### config.mk
export PLATFORM = sky130hd
export DESIGN_NAME = rr_mux_reg
export DESIGN_NICKNAME = d
export VERILOG_FILES = /design/src/rtl/rr_mux_reg.sv
export SDC_FILE = /design/constraint.sdc
export NUM_CORES = 1
export LEC_CHECK = 0
export ABC_AREA = 1
export ABC_CLOCK_PERIOD_IN_PS = 5200
export CAP_MARGIN = 20
export CORE_MARGIN = 2
export CORE_UTILIZATION = 30
export CTS_CLUSTER_DIAMETER = 80
export DETAILED_ROUTE_END_ITERATION = 16
export RECOVER_POWER = 25
export SYNTH_ARGS = -nofsm -noshare
export SYNTH_HDL_FRONTEND = slang
export SYNTH_SLANG_ARGS = --single-unit
### constraint.sdc
create_clock -name clk -period 5.2 [get_ports clk]
set_input_delay 0.52 -clock clk [delete_from_list [all_inputs] [get_ports clk]]
set_output_delay 0.52 -clock clk [all_outputs]
set_load 0.05 [all_outputs]
### src/rtl/rr_mux_reg.sv
`default_nettype none
// ============================================================================
// Module   : rr_mux_reg
// Purpose  : N-channel registered multiplexer with valid/ready handshakes on
//            every input and on the output. One requesting channel is chosen
//            per cycle, using round-robin or fixed-priority arbitration. The
//            winner's word is captured into a single output register.
// Ports    : clk        - rising-edge clock
//            rst_n      - asynchronous active-low reset
//            mode       - 0 = round-robin, 1 = fixed priority (lowest wins)
//            in_data    - N_CH packed words, channel i at [i*WIDTH +: WIDTH]
//            in_valid   - per-channel word present
//            in_ready   - per-channel word accepted this cycle
//            out_data   - registered selected word
//            out_sel    - index of the channel that produced out_data
//            out_valid  - out_data/out_sel hold a word
//            out_ready  - consumer takes out_data this cycle
// Revision : 1.0 - initial release
// ============================================================================
module rr_mux_reg #(
    parameter int N_CH  = 4,
    parameter int WIDTH = 8,
    parameter int SEL_W = $clog2(N_CH)
) (
    input  logic                  clk,
    input  logic                  rst_n,
    input  logic                  mode,
    input  logic [N_CH*WIDTH-1:0] in_data,
    input  logic [N_CH-1:0]       in_valid,
    output logic [N_CH-1:0]       in_ready,
    output logic [WIDTH-1:0]      out_data,
    output logic [SEL_W-1:0]      out_sel,
    output logic                  out_valid,
    input  logic                  out_ready
);

    localparam logic [SEL_W:0]   c_n_ch_ext = (SEL_W+1)'(N_CH);
    localparam logic [SEL_W-1:0] c_last_ch  = SEL_W'(N_CH - 1);

    logic [WIDTH-1:0] r_out_data;
    logic [SEL_W-1:0] r_out_sel;
    logic             r_out_valid;
    logic [SEL_W-1:0] r_ptr;

    logic             w_load_en;
    logic             w_found;
    logic [SEL_W-1:0] w_win;
    logic [SEL_W:0]   w_idx;
    logic [N_CH-1:0]  w_grant;
    logic             w_accept;
    logic [WIDTH-1:0] w_win_data;
    logic [SEL_W-1:0] w_ptr_nxt;

    // Register is empty, or its current word leaves this cycle.
    assign w_load_en = !r_out_valid || out_ready;

    // Arbitration. Both scans run from the far end toward the preferred
    // start so that the last hit written is the highest-priority one.
    always_comb begin
        w_found = 1'b0;
        w_win   = '0;
        w_idx   = '0;
        if (mode) begin
            for (int i = N_CH - 1; i >= 0; i--) begin
                if (in_valid[i]) begin
                    w_found = 1'b1;
                    w_win   = SEL_W'(i);
                end
            end
        end else begin
            for (int k = N_CH - 1; k >= 0; k--) begin
                // ptr + k folded back into 0..N_CH-1; one subtraction is
                // enough because ptr and k are both below N_CH.
                w_idx = {1'b0, r_ptr} + (SEL_W+1)'(k);
                if (w_idx >= c_n_ch_ext) begin
                    w_idx = w_idx - c_n_ch_ext;
                end
                if (in_valid[w_idx[SEL_W-1:0]]) begin
                    w_found = 1'b1;
                    w_win   = w_idx[SEL_W-1:0];
                end
            end
        end
    end

    assign w_grant  = w_found ? (N_CH'(1) << w_win) : '0;
    assign w_accept = w_load_en && w_found;

    // Gating with rst_n keeps every in_ready low while reset is held, even
    // though the cleared register would otherwise report itself free.
    assign in_ready = w_grant & {N_CH{w_load_en && rst_n}};

    // Winner data select by index compare; only the registered path sees it.
    always_comb begin
        w_win_data = '0;
        for (int i = 0; i < N_CH; i++) begin
            if (w_win == SEL_W'(i)) begin
                w_win_data = in_data[i*WIDTH +: WIDTH];
            end
        end
    end

    // Explicit wrap so a non-power-of-2 N_CH never yields ptr >= N_CH.
    assign w_ptr_nxt = (w_win == c_last_ch) ? '0 : w_win + 1'b1;

    always_ff @(posedge clk or negedge rst_n) begin
        if (!rst_n) begin
            r_out_data  <= '0;
            r_out_sel   <= '0;
            r_out_valid <= 1'b0;
            r_ptr       <= '0;
        end else if (w_accept) begin
            r_out_data  <= w_win_data;
            r_out_sel   <= w_win;
            r_out_valid <= 1'b1;
            if (!mode) begin
                r_ptr <= w_ptr_nxt;
            end
        end else if (out_ready) begin
            // Drained with nothing to replace it; data/sel keep last values.
            r_out_valid <= 1'b0;
        end
    end

    assign out_data  = r_out_data;
    assign out_sel   = r_out_sel;
    assign out_valid = r_out_valid;

endmodule
`default_nettype wire

== Word level (Yosys, flattened, before mapping) ==
Cells that the tools add are included.

* Flip-flop bits (word level): 13
* Output and inout bits: 15
* Word-level logic and storage cells: 75

* $add $sub $neg: 8
* $lt $le $gt $ge: 8
* Eq/ne operators: 3
* Shifts and indexed selects: 1
* Muxes and demuxes: 42
* Bitwise operators: 2
* Reductions and logical operators: 7

{| class="wikitable"
|+ Operators with widths
! operator !! count
|-
| $mux 2 || 18
|-
| $mux 8 || 4
|-
| $mux 1 || 15
|-
| $lt 2x3->1 const B || 4
|-
| $ge 3x3->1 const B || 3
|-
| $bmux 1 s2 || 4
|-
| $sub 2x1->2 const B || 4
|-
| $add 2x2->3 const B || 2
|-
| $and 4x4->4 || 1
|-
| $eq 2x2->1 const B || 2
|-
| $mux 4 || 1
|-
| $shl 1x2->4 const A || 1
|-
| $add 2x1->3 const B || 1
|-
| $ge 2x3->1 const B || 1
|-
| $add 2x1->2 const B || 1
|-
| $eq 2x1->1 const B || 1
|-
| $logic_and 1x1->1 || 2
|-
| $logic_not 2->1 || 1
|-
| $reduce_and 2->1 || 1
|-
| $reduce_bool 2->1 || 1
|-
| $logic_not 1->1 || 1
|-
| $logic_or 1x1->1 || 1
|-
| $not 1->1 || 1
|}

== Depth between registers and ports, before layout ==
* Depth in word-level cells: 16
* Gate-level depth with buffers: 19
* Gate-level depth less buffers: 17

== Least setup slack after synthesis ==
Ideal clock, no wire load.

* Path kind: input -> output
* Start point: input port in_valid[1]
* End point: output port in_ready[3]
* Arrival time: 2.845 ns
* Required time: 4.680 ns
* Path slack: 1.835 ns
* Stages on the path: 15
* Cells stage by stage: inv_1 nand2_1 nand3_1 nand2_1 inv_1 nor2_1 nor2_1 nand2_1 nand3_2 nand2_2 inv_2 ha_1 buf_2 clkinv_1 nor3_1

* Cells in the longest elaborated chain, start to end: 10

{| class="wikitable"
|+ Ends and longest elaborated chain
! element !! RTL line !! source
|-
| start, declared || 29 || <nowiki>input logic [N_CH-1:0] in_valid,</nowiki>
|-
| $bmux 1 s2 || 78 || <nowiki>if (in_valid[w_idx[SEL_W-1:0]]) begin</nowiki>
|-
| $mux 1 (implied by the code) || 78 ||
|-
| $mux 2 (4 in series) || 78 ||
|-
| $mux 2 * || 63 || <nowiki>if (mode) begin</nowiki>
|-
| named net w_win[0] || 47 || <nowiki>logic [SEL_W-1:0] w_win;</nowiki>
|-
| $shl 1x2->4 * || 86 || <nowiki>assign w_grant = w_found ? (N_CH'(1) << w_win) : '0;</nowiki>
|-
| $mux 4 * || 86 ||
|-
| $and 4x4->4 * || 91 || <nowiki>assign in_ready = w_grant & {N_CH{w_load_en && rst_n}};</nowiki>
|-
| end, declared || 30 || <nowiki>output logic [N_CH-1:0] in_ready,</nowiki>
|}

Mark *: on every way through the listed nets, which the timed path passes. The rest lies on a longest branch. The select of a mux whose other input is x is not followed.

== Worst setup path after layout ==
* Start point: input port in_valid[2]
* End point: output port in_ready[3]

The elaborated chain is that of the path after synthesis.

==> flow_metrics.py <==
metrics = {
    "floorplan": {
        "rows": 21,
        "core_area_um2": 3390,
        "start_util": 0.317,
        "die_x_um": 63.9,
        "die-height_um": 63.9,
        "dieArea_um2": 4080,
        "io-pin-count": 55,
    },
    "clock_network": {
        "cts_buffers": 3,
        "clock_latency_ns": 0.29,
        "clockRootBuffer": "clkbuf_4",
        "cts_buffer_depth": 2,
        "cts.clk_slew.worst_paths_ns": 0.08,
        "htreeDepth": 1,
        "numClockSinks": 13,
        "cts_setup_buffers": 0,
        "tritoncts": "yes",
        "cts.repair.resized": 0,
        "cts_hold_buf": 0,
    },
    "power_and_ir_drop": {
        "clkPwrFrac": 0.077,
        "p_switching_mw": 0.464,
        "seqPwrFrac": 0.215,
        "comb_power_share": 0.708,
        "p_per_area_nw_per_um2": 509,
        "switching_share": 0.546,
        "power.leakage_nw": 0.762,
        "p_int_mw": 0.386,
        "peakVddDrop_mv": 0.187,
    },
    "yosys": {
        "synthCells": 169,
        "synth_area_um2": 1080,
        "ys_dominant_reg_cell": "dfrtp_1",
        "avgSynthCellArea_um2": 6.37,
        "synth.most_common_cell": "nand2_1",
        "synth_top_area_share": 0.302,
        "netlist_top_cells_area": "dfrtp_1, nand2_1, nor2_1",
        "synth_top_cell_by_area": "dfrtp_1",
        "synth_warnings": 0,
        "ys_ff_latch": 13,
        "syn_nets": 213,
        "synth-seq-area-share": 0.302,
        "synthArstFlopShare": 1.00,
        "synth_edf_count": 0,
        "synth_cell_types": 23,
        "yosys-top-cells-count": "nand2_1, nor2_1, dfrtp_1",
    },
    "global_route": {
        "grt_pass1_vias": 1161,
        "grt_usage": 0.157,
        "grt-ovfl-total": 0,
        "grt_max_degree": 20,
        "antenna_found_initial": 0,
        "grt_pass1_wl_um": 5100,
    },
    "drt": {
        "firstDrtPassIters": 4,
        "drt_wl_total_um": 3110,
        "routedWlPerCell_um": 11.6,
        "met1Wirelength_um": 1420,
        "drc": 0,
        "dr_wl_met2_um": 1510,
        "route.met3.wl_um": 128,
        "ant_nets": 0,
        "vias": 1246,
        "initialDrtViolationCount": 52,
        "viasPerCell": 4.65,
        "top_layer": "met4",
    },
    "cells_and_area": {
        "fin_util": 0.492,
        "multiInputGateArea_um2": 646,
        "drive_above_1_share": 0.0721,
        "final_cell_area_um2": 1670,
        "nets": 267,
        "syn2layout_area_growth_pct": 55.1,
        "diodes": 0,
        "seq_area_um2": 325,
        "fillers": 348,
    },
    "sta": {
        "slew_headroom": 0.501,
        "finalSetupViolCount": 0,
        "rsz0062_at_grt": "false",
        "holdWs_ns": 0.487,
        "max_freq_ghz": 0.246,
        "skew_ns": 0.00306,
        "tns_ns": 0,
        "hold_viol": 0,
        "worstMarginPinSlew_ns": 0.749,
        "min_period_over_period": 0.781,
        "final_max_slew_viol_count": 0,
        "min_period_ns": 4.06,
        "worst_slack_ns": 1.14,
    },
    "flow_run": {
        "maxCapViolCount": 0,
    },
    "worst_hold_path": {
        "hold_start": "out_sel[0]",
        "hp-class": "reg2reg",
    },
    "critical_path": {
        "crit_required_ns": 4.68,
        "critPathSlowestCell": "clkdlybuf4s50_1",
        "path_buf_inv": 4,
        "worst_ep_arrival_time_ns": 3.54,
        "worst_setup_path_end_kind": "primary output",
        "slowest_delay_ns": 0.83,
        "critPathMaxFanout": 9,
        "cp-startpoint": "in_valid[2]",
        "path_cells": "clkdlybuf4s50_1 -> nand2_1 -> nand2_1 -> nand2_2 -> nand2_1 -> nor2_1 -> nor2_1 -> nand2_1 -> nand3_2 -> nand2_2 -> inv_2 -> ha_1 -> clkinv_1 -> nor3_1 -> clkdlybuf4s50_1",
        "crit_type": "in2out",
        "crit_family": "buffers and inverters",
        "timing.rr.start": "r_ptr[0]",
        "crit_path_frequent_cell": "nand2_1",
        "startpoint_type": "primary input",
    },
    "placement": {
        "portBuffers": 54,
        "globalplace.congestion": 0.876,
        "dp_hpwl_um": 2560,
        "placed_area_um2": 1650,
        "preCtsSetupSlack_ns": 1.17,
    },
    "status": {
        "status": "finished, final reports clean",
    },
}
per-stage QoR:
stage	cells	power [mW]
global route	268	0.917
floorplan	169	0.612
finish	268	0.850
global placement	264	0.783
detailed placement	264	0.787
CTS	268	0.852
final cells by class:
class | instances | share of cell area
Multi-Input combinational cell | 132 | 0.387
Timing Repair Buffer | 55 | 0.326
Sequential cell | 13 | 0.195
Inverter | 18 | 0.0420
Tap cell | 46 | 0.0345
Clock buffer | 4 | 0.0157
worst paths after layout:
path / end / slack [ns] / cells after the start
max: in_ready[3] / 1.14 / 15
min: out_sel[0] / 0.49 / 2
max reg2reg: out_data[0] / 2.53 / 17
min reg2reg: out_sel[0] / 0.49 / 2
max in group asynchronous: out_data[2] / 3.93 / 2
min in group asynchronous: out_data[0] / 0.80 / 2
worst reg2reg max path, stage by stage, from the launching register on:
cell and delay [ns]:
dfrtp_1 0.57, inv_4 0.09, nand2_1 0.07, nand2_1 0.07, nand2_2 0.09, nand2_1 0.07, nor2_1 0.11, nor2_1 0.05
nand2_1 0.09, nand3_2 0.09, nand2_2 0.10, inv_2 0.04, ha_1 0.34, nor2_4 0.27, a22oi_1 0.10, o21ai_1 0.19
nand2_1 0.10, a31oi_1 0.15
power by group through the flow:
stage          sequential (mW)  clock, mW  combinational, mW
2_1_floorplan            0.295          0              0.317
3_3_place_gp             0.181          0              0.601
3_5_place_dp             0.185          0              0.602
4_1_cts                  0.183     0.0652              0.604
5_1_grt                  0.189     0.0727              0.656
6_report                 0.182     0.0656              0.602
state kept, by name (all words and copies together) (netlist names):
signal,cells
out_data,8
out_sel,2
out_valid,1
r_ptr,2
layout by cell type (no fill, tap or decap), types with 3 or more instances in the layout:
cell type / synthesis / final
nor2_1: 17 / 17
inv_2: 4 / 4
a31oi_1: 9 / 9
o21ai_1: 8 / 8
a22oi_1: 8 / 8
ha_1: 4 / 4
nand3_1: 7 / 7
nand2_2: 5 / 5
clkdlybuf4s50_1: 0 / 53
inv_1: 12 / 12
clkbuf_4: 0 / 3
nand2_1: 64 / 64
dfrtp_1: 13 / 13
cell families after synthesis:
family / Yosys count / synth area share
compound gates: 31 / 0.180
fa+ha+maj: 4 / 0.0465
buf+inv: 24 / 0.0977
flops: 13 / 0.302
simple gates: 97 / 0.373
routing by layer:
metal	global-route usage	up-vias
met5	0	-
met4	0.0571	0
met3	0.0158	6
met2	0.262	35
met1	0.210	549
li1	-	656
No activity file was read; power rests on OpenSTA's default activity.
